### src/rtl/psum_drain.sv
// Captures whole psum vectors into a small FIFO and drains them one element per transfer.
// Define PSUM_DRAIN_RELU_EN to clamp negative elements to zero on dout.
module psum_drain #(
    parameter int col     = 8,
    parameter int bw_psum = 20,
    parameter int depth   = 4
) (
    input  logic                     clk,
    input  logic                     reset,
    input  logic [bw_psum*col-1:0]   psum_in,
    input  logic                     psum_valid,
    output logic                     psum_ready,
    output logic [bw_psum-1:0]       dout,
    output logic                     dout_valid,
    input  logic                     dout_ready,
    output logic [$clog2(col)-1:0]   dout_idx,
    output logic                     dout_last,
    output logic                     full,
    output logic                     empty,
    output logic                     overflow
);

    localparam int IW = $clog2(col);
    localparam int PW = $clog2(depth);
    localparam int CW = $clog2(depth + 1);
    localparam logic [IW-1:0] LAST_IDX = IW'(col - 1);

    logic [col-1:0][bw_psum-1:0] r_mem [depth];
    logic [PW-1:0]               r_wptr;
    logic [PW-1:0]               r_rptr;
    logic [CW-1:0]               r_count;
    logic [IW-1:0]               r_idx;
    logic                        r_overflow;

    logic                        w_push;
    logic                        w_xfer;
    logic                        w_pop;
    logic [bw_psum-1:0]          w_elem;

    assign full       = (r_count == CW'(depth));
    assign empty      = (r_count == '0);
    assign psum_ready = !full;
    assign dout_valid = !empty;
    assign dout_idx   = r_idx;
    assign dout_last  = dout_valid && (r_idx == LAST_IDX);
    assign overflow   = r_overflow;

    // A vector offered while full is dropped even if the head pops on the same edge.
    assign w_push = psum_valid && !full;
    assign w_xfer = dout_valid && dout_ready;
    assign w_pop  = w_xfer && (r_idx == LAST_IDX);

    assign w_elem = r_mem[r_rptr][r_idx];

`ifdef PSUM_DRAIN_RELU_EN
    assign dout = w_elem[bw_psum-1] ? '0 : w_elem;
`else
    assign dout = w_elem;
`endif

    always_ff @(posedge clk) begin
        if (w_push) begin
            r_mem[r_wptr] <= psum_in;
        end
    end

    // Pointers wrap naturally because depth is a power of two.
    always_ff @(posedge clk or negedge reset) begin
        if (!reset) begin
            r_wptr     <= '0;
            r_rptr     <= '0;
            r_count    <= '0;
            r_idx      <= '0;
            r_overflow <= 1'b0;
        end else begin
            if (w_push) begin
                r_wptr <= r_wptr + PW'(1);
            end
            if (psum_valid && full) begin
                r_overflow <= 1'b1;
            end
            if (w_xfer) begin
                if (w_pop) begin
                    r_idx  <= '0;
                    r_rptr <= r_rptr + PW'(1);
                end else begin
                    r_idx <= r_idx + IW'(1);
                end
            end
            if (w_push && !w_pop) begin
                r_count <= r_count + CW'(1);
            end else if (w_pop && !w_push) begin
                r_count <= r_count - CW'(1);
            end
        end
    end

endmodule

### config.mk
export PLATFORM = sky130hd
export DESIGN_NAME = psum_drain
export DESIGN_NICKNAME = d
export VERILOG_FILES = /design/src/rtl/psum_drain.sv
export SDC_FILE = /design/constraint.sdc
export NUM_CORES = 1
export LEC_CHECK = 0
export CORE_UTILIZATION = 42
export CTS_BUF_LIST = sky130_fd_sc_hd__clkbuf_2
export CTS_CLUSTER_SIZE = 30
export DETAILED_ROUTE_END_ITERATION = 6
export GPL_TIMING_DRIVEN = 0
export PLACE_DENSITY_LB_ADDON = 0.1
export SLEW_MARGIN = 20
export SYNTH_ARGS = -nofsm -noshare
export SYNTH_HDL_FRONTEND = slang
export SYNTH_SLANG_ARGS = --single-unit
### constraint.sdc
create_clock -name clk -period 14.3 [get_ports clk]
set_input_delay 2.86 -clock clk [delete_from_list [all_inputs] [get_ports clk]]
set_output_delay 2.86 -clock clk [all_outputs]
set_load 0.05 [all_outputs]
==> run metrics, run 1 <==
WP data arrival=4.42 ns; H-tree levels=4; DR WL/cell=approximately 24 um; synth top area cells=edfxtp_1, mux2i_1, a22oi_1, nand3_1, a21oi_1; post-synthesis cell count=between 1000 and 1500; Worst Skew=~0.066 ns; Core ar.=approximately 60000 um^2; Area Growth Syn to Fin=18.91%; worst setup margin=between 7 and 8 ns; Die W=248.1 um; commonest non-fill, non-tap cells in the layout=edfxtp_1, mux2i_1, clkbuf_2; crit-path max FO=10; synthesized area=roughly 25000 um^2; Clock Pin Slew Worst Setup and Hold Paths=about 0.10 ns; layout cell share with drive strength beyond 1=17.05%; most common library cell in the layout ignoring fill and taps=edfxtp_1; nets=approximately 2000; Synth cell types=33; vias per cell=between 5 and 6; max-slew violations=0; RSZ-0062 raised after global routing=false; Tot GR Track Use=a little over a fifth; Seq/Total Area, Yosys=76.61%; max_cap viols=0; total negative slack=0 ns; DR pass1 iterations=5; # rows=~90; syn_nets=roughly 1600; Synth top area share=~76%; die extent in y=~250 um; Clock Latency Late Sink=approximately 1.3 ns; Clock Sinks=651; cell taking the most area after synthesis=edfxtp_1; global placement routability congestion=around 0.78; status=finished clean; CTS root buf=clkbuf_2; post-CTS setup buffers=0; mean area per synthesized cell=roughly 18 um^2; clk buf depth=3; Worst Hold Class=reg2reg; fin crit period=roughly 7.3 ns; leakage power=around 10 nW; Worst setup SP type=flip-flop; Remaining DRCs=0; area occupied by multi-input gates=about 5400 um^2; Yosys reg bits=651; Post-Place Worst Slack=8.356 ns; initial antenna violation count=12; # hold bufs at CTS=0; wire length of the first global-routing pass=slightly above 90 mm; post-cts resize count=0; CTS tree=done; worst slew pin tran=0.8926 ns; total gr overflow=0; die area=roughly 62000 um^2; largest net degree at the start of global routing=45; worst vdd ir=~0.19 mV; Tcrit/Tclk final=approximately half; critical path type=reg2out; IO Count=193; final setup fails=0; Starting Density=a little over two fifths; Max transition margin=40.49%; Synth warnings=0; Cell Pwr Density=204.8 nW/um^2; vias post-DR=14250; Post-Route WL=between 60 and 70 mm; # port buffers=about 190; CP endpoint kind=output port; DRT iter0 DRCs=a little under 900; FF+latch area=between 15000 and 20000 um^2; Hold Fails Final Rpt=0; vias in the first global route=14320; DRT antenna net count=0; f_max=about 0.14 GHz; post-DP HPWL=42.02 mm; number of fill cells=around 5100; CTS buffer count=around 170; CP required=roughly 11 ns
-- per-layer routing --
| metal | routed length, um | vias up | GRT usage [%] |
|---|---|---|---|
| met4 | 1695 | 18 | 8.913 |
| met5 | 112 | - | 0 |
| li1 | - | 6532 | - |
| met1 | 27590 | 7111 | 27.78 |
| met2 | 31390 | 471 | 33.97 |
| met3 | 4392 | 119 | 6.066 |
-- synthesized netlist by cell type --
cell	n
a21o_1	2
a21oi_1	60
a22oi_1	100
and2_1	5
and3_1	4
buf_12	1
buf_2	21
buf_4	11
buf_6	19
buf_8	4
clkbuf_1	22
clkbuf_4	1
dfrtp_1	11
edfxtp_1	640
fa_1	1
ha_1	7
inv_1	5
mux2_1	1
mux2_2	1
mux2i_1	320
nand2_1	65
nand2b_1	4
nand3_1	81
nand4_1	20
nor2_1	2
nor2_2	1
nor2b_1	2
nor3_1	1
o21ai_0	2
or2_2	1
or3_1	1
xnor2_1	4
xor2_1	2
-- final cells by class --
class,instances,share of cell area [%]
antenna,5,0.04135
buffer,79,1.890
clock buffer,229,3.788
clock inverter,60,1.269
inverter,5,0.06203
multi-input combinational,687,17.79
sequential,651,64.43
tap,773,3.196
timing repair buffer,207,7.542
-- path summary, 6_finish.rpt --
path                             startpoint     endpoint  slack [ns]  cells past startpoint
min in group asynchronous             reset  dout_idx[2]        1.92                      1
worst max register to register   r_count[1]   r_count[2]       11.73                      9
worst min-delay path               overflow     overflow        0.47                      1
worst min register to register     overflow     overflow        0.47                      1
worst max-delay path            dout_idx[0]      dout[9]        7.02                      6
max in group asynchronous             reset   r_count[2]       11.95                      1
-- kinds of logic (layout without fill, tap and decap cells) --
family | Yosys count | in the layout | synth area share, %
AOI/OAI and AO/OA | 164 | 164 | 4.229
xor gates and xnor gates | 6 | 6 | 0.2065
adders and majority gates | 8 | 8 | 0.4229
buffers and inverters | 84 | 580 | 2.321
DFF | 651 | 651 | 76.61
muxes | 322 | 322 | 12.68
other | 0 | 5 | 0
and+or+nand+nor | 187 | 187 | 3.535
-- stage by stage --
| stage | total power (W) | utilization, % | cells | area, um^2 | hold slack [ns] |
|---|---|---|---|---|---|
| floorplan | 0.004129 | - | 1422 | 25450 | 0.4547 |
| detailed placement | 0.005007 | 48.29 | 2402 | 28720 | 0.4529 |
| finish | 0.006196 | 50.88 | 2696 | 30260 | 0.4687 |
| global route | 0.006506 | 50.88 | 2696 | 30260 | 0.5050 |
| global placement | 0.005058 | 47.65 | 2387 | 28330 | 0.4446 |
| CTS | 0.006281 | 50.86 | 2691 | 30250 | 0.4761 |
-- state kept, by name (all words and copies together) (netlist names) --
signal and count:
r_mem 640, overflow 1, r_rptr 2, r_wptr 2
dout_idx 3, r_count 3
-- critical path: stages, from the launching register on --
cell and delay, ns:
dfrtp_1 0.49, nor2_2 0.52, clkbuf_1 0.60, a22oi_1 0.19, nand3_1 0.21, nand4_1 0.29
clkdlybuf4s50_1 0.80
-- power breakdown --
group          internal, W  leakage (nW)  switching (W)  total [W]
logic             0.000789          2.92        0.00154    0.00233
clock network     0.000525          1.13       0.000741    0.00127
registers          0.00251          5.99      0.0000879    0.00260
total              0.00383          10.0        0.00237    0.00620
No activity file was read; power rests on OpenSTA's default activity.
==> run 2, diff against run 1 <==
==> constraint.sdc (replaced) <==
create_clock -name clk -period 6 [get_ports clk]
set_input_delay 1.2 -clock clk [delete_from_list [all_inputs] [get_ports clk]]
set_output_delay 1.2 -clock clk [all_outputs]
set_load 0.05 [all_outputs]
==> results of run 2 <==
The final DEF is identical to that of run 1. Status: finished clean.
Main changes from that run: setup slack after placement 8.356 ns -> 1.716 ns; setup slack after layout 7.023 ns -> 0.3830 ns; hold slack 0.4687 ns -> 0.2556 ns; register-to-register setup slack 11.73 ns -> 3.43 ns; total power 0.006196 W -> 0.01477 W; worst IR drop on VDD 0.1908 mV -> 0.4548 mV
==> run 3, diff against run 2 <==
--- a/config.mk
+++ b/config.mk
@@ -5,7 +5,7 @@
 export SDC_FILE = /design/constraint.sdc
 export NUM_CORES = 1
 export LEC_CHECK = 0
-export CORE_UTILIZATION = 42
+export CORE_UTILIZATION = 55
 export CTS_BUF_LIST = sky130_fd_sc_hd__clkbuf_2
 export CTS_CLUSTER_SIZE = 30
 export DETAILED_ROUTE_END_ITERATION = 6
==> run metrics, run 3 (synthesis gave the netlist of run 1 again) <==
status=finished clean (unchanged); Finished Layout Cells=2514 (was 2696); worst vdd ir=0.5293 mV (was 0.4548 mV); Tot GR Track Use=25.78% (was 21.46%); commonest non-fill, non-tap cells in the layout=edfxtp_1, mux2i_1, clkbuf_2 (unchanged); Die W=217.1 um (was 248.1 um); leakage power=9.980 nW (was 10.04 nW); Core ar.=45480 um^2 (was 59460 um^2); # rows=78 (was 89); f_max=0.1816 GHz (was 0.1780 GHz); critical path type=reg2out (unchanged); die area=47130 um^2 (was 61570 um^2); vias in the first global route=14580 (was 14320); global placement routability congestion=0.8209 (was 0.7779); nets=1955 (was 1970); reg2reg start=r_count[0] (was r_count[1]); H-tree levels=4 (unchanged); CTS tree=done (unchanged); CP endpoint kind=output port (unchanged); DRT iter0 DRCs=1191 (was 878); # port buffers=192 (unchanged); post-CTS setup buffers=0 (unchanged); vias per cell=5.635 (was 5.286); max_cap viols=0 (unchanged); initial antenna violation count=5 (was 12); Starting Density=55.95% (was 42.79%); post-cts resize count=0 (unchanged); # hold bufs at CTS=0 (unchanged); Clock Sinks=651 (unchanged); die extent in y=217.1 um (was 248.1 um); RSZ-0062 raised after global routing=false (unchanged); final setup fails=0 (unchanged); clk buf depth=3 (unchanged); Remaining DRCs=0 (unchanged); worst slew pin tran=0.9039 ns (was 0.8926 ns); Area Growth Syn to Fin=17.36% (was 18.91%); Fin Hold WS=0.2589 ns (was 0.2556 ns); Hold Fails Final Rpt=0 (unchanged); fin crit period=5.505 ns (was 5.617 ns); Largest Register=r_mem (unchanged); Worst setup SP type=flip-flop (unchanged); max-slew violations=0 (unchanged); Post-Route WL=59.38 mm (was 65.18 mm); Tcrit/Tclk final=91.76% (was 93.62%); CTS root buf=clkbuf_2 (unchanged); CP Capture Point=dout[18] (was dout[9]); Clock Pin Slew Worst Setup and Hold Paths=0.11 ns (was 0.10 ns); number of flip-flops in the largest register=640 (unchanged); setup slack, reg-to-reg=3.50 ns (was 3.43 ns); DR WL/cell=23.62 um (was 24.18 um); wire length of the first global-routing pass=87.18 mm (was 92.87 mm); R2R depth=5 (was 9); vias post-DR=14170 (was 14250); Clock Latency Late Sink=1.32 ns (was 1.34 ns); largest net degree at the start of global routing=46 (was 45); post-DP HPWL=37.64 mm (was 42.02 mm); FF-to-FF End=r_mem[2][52] (was r_count[2]); WP data arrival=4.31 ns (was 4.42 ns); DRT antenna net count=0 (unchanged); Placed Cells=2226 (was 2402); most common library cell in the layout ignoring fill and taps=edfxtp_1 (unchanged); Max transition margin=39.74% (was 40.49%); layout cell share with drive strength beyond 1=16.79% (was 17.05%); DR pass1 iterations=5 (unchanged); crit-path max FO=10 (unchanged); CP required=4.80 ns (about the same); CTS buffer count=155 (was 167); Worst Hold Class=in2async (unchanged); Cell Pwr Density=481.9 nW/um^2 (was 488.1 nW/um^2); IO Count=193 (unchanged); Worst Skew=0.05310 ns (was 0.06595 ns); Crit. Startpoint=dout_idx[0] (unchanged); total gr overflow=0 (unchanged)
[run 3: metrics by stage]
| stage | instance area [um^2] | TNS (ns) | power [W] | worst slack (ns) | utilization [%] |
|---|---|---|---|---|---|
| after global routing | 29850 | 0 | 0.01506 | 0.2855 | 65.63 |
| after global placement | 28120 | -1955.45 | 0.01183 | -3.083 | 61.83 |
| after floorplan | 25450 | 0 | 0.009841 | 0.5597 | - |
| after CTS | 29840 | 0 | 0.01449 | 0.3387 | 65.62 |
| final | 29860 | 0 | 0.01439 | 0.4946 | 65.67 |
| after detailed placement | 28470 | 0 | 0.01176 | 1.803 | 62.60 |
[run 3: area by class of cell]
type	instances	area, um^2
sequential	651	19490
fill	3308	15620
multi-input combinational	687	5381
timing repair buffer	204	2252
clock buffer	235	1176
tap	600	750.7
buffer	79	571.8
clock inverter	45	198.9
antenna	8	20.02
inverter	5	18.77
[run 3: worst min-delay path by stage]
stage	from	slack (ns)	cells past startpoint	endpoint
finish	reset	0.26	1	r_wptr[0]
global route	reset	0.17	1	r_wptr[0]
CTS	reset	0.13	1	r_wptr[0]
detailed placement	r_count[2]	0.48	1	r_count[2]
global placement	overflow	0.44	1	overflow
floorplan	r_count[2]	0.45	1	r_count[2]
[run 3: where the power goes]
group	switching, W	leakage [nW]	total (W)	internal [W]
Combinational	0.00356	2.91	0.00543	0.00187
Sequential	0.000222	5.99	0.00621	0.00599
Clock	0.00167	1.08	0.00275	0.00108
Total	0.00545	9.98	0.0144	0.00894
[run 3: critical path, cell delays in order, from the launching register on]
cell             delay, ns
dfrtp_1               0.48
nor2_2                0.49
clkbuf_1              0.63
a22oi_1               0.20
nand3_1               0.22
nand4_1               0.24
clkdlybuf4s50_1       0.77
[run 3: layer usage]
metal / global-route usage (%) / part of all wire [%]
met4: 10.12 / 2.6
met2: 41.57 / 49
met5: 0 / 0.047
met1: 33.30 / 42
met3: 7.156 / 6.6
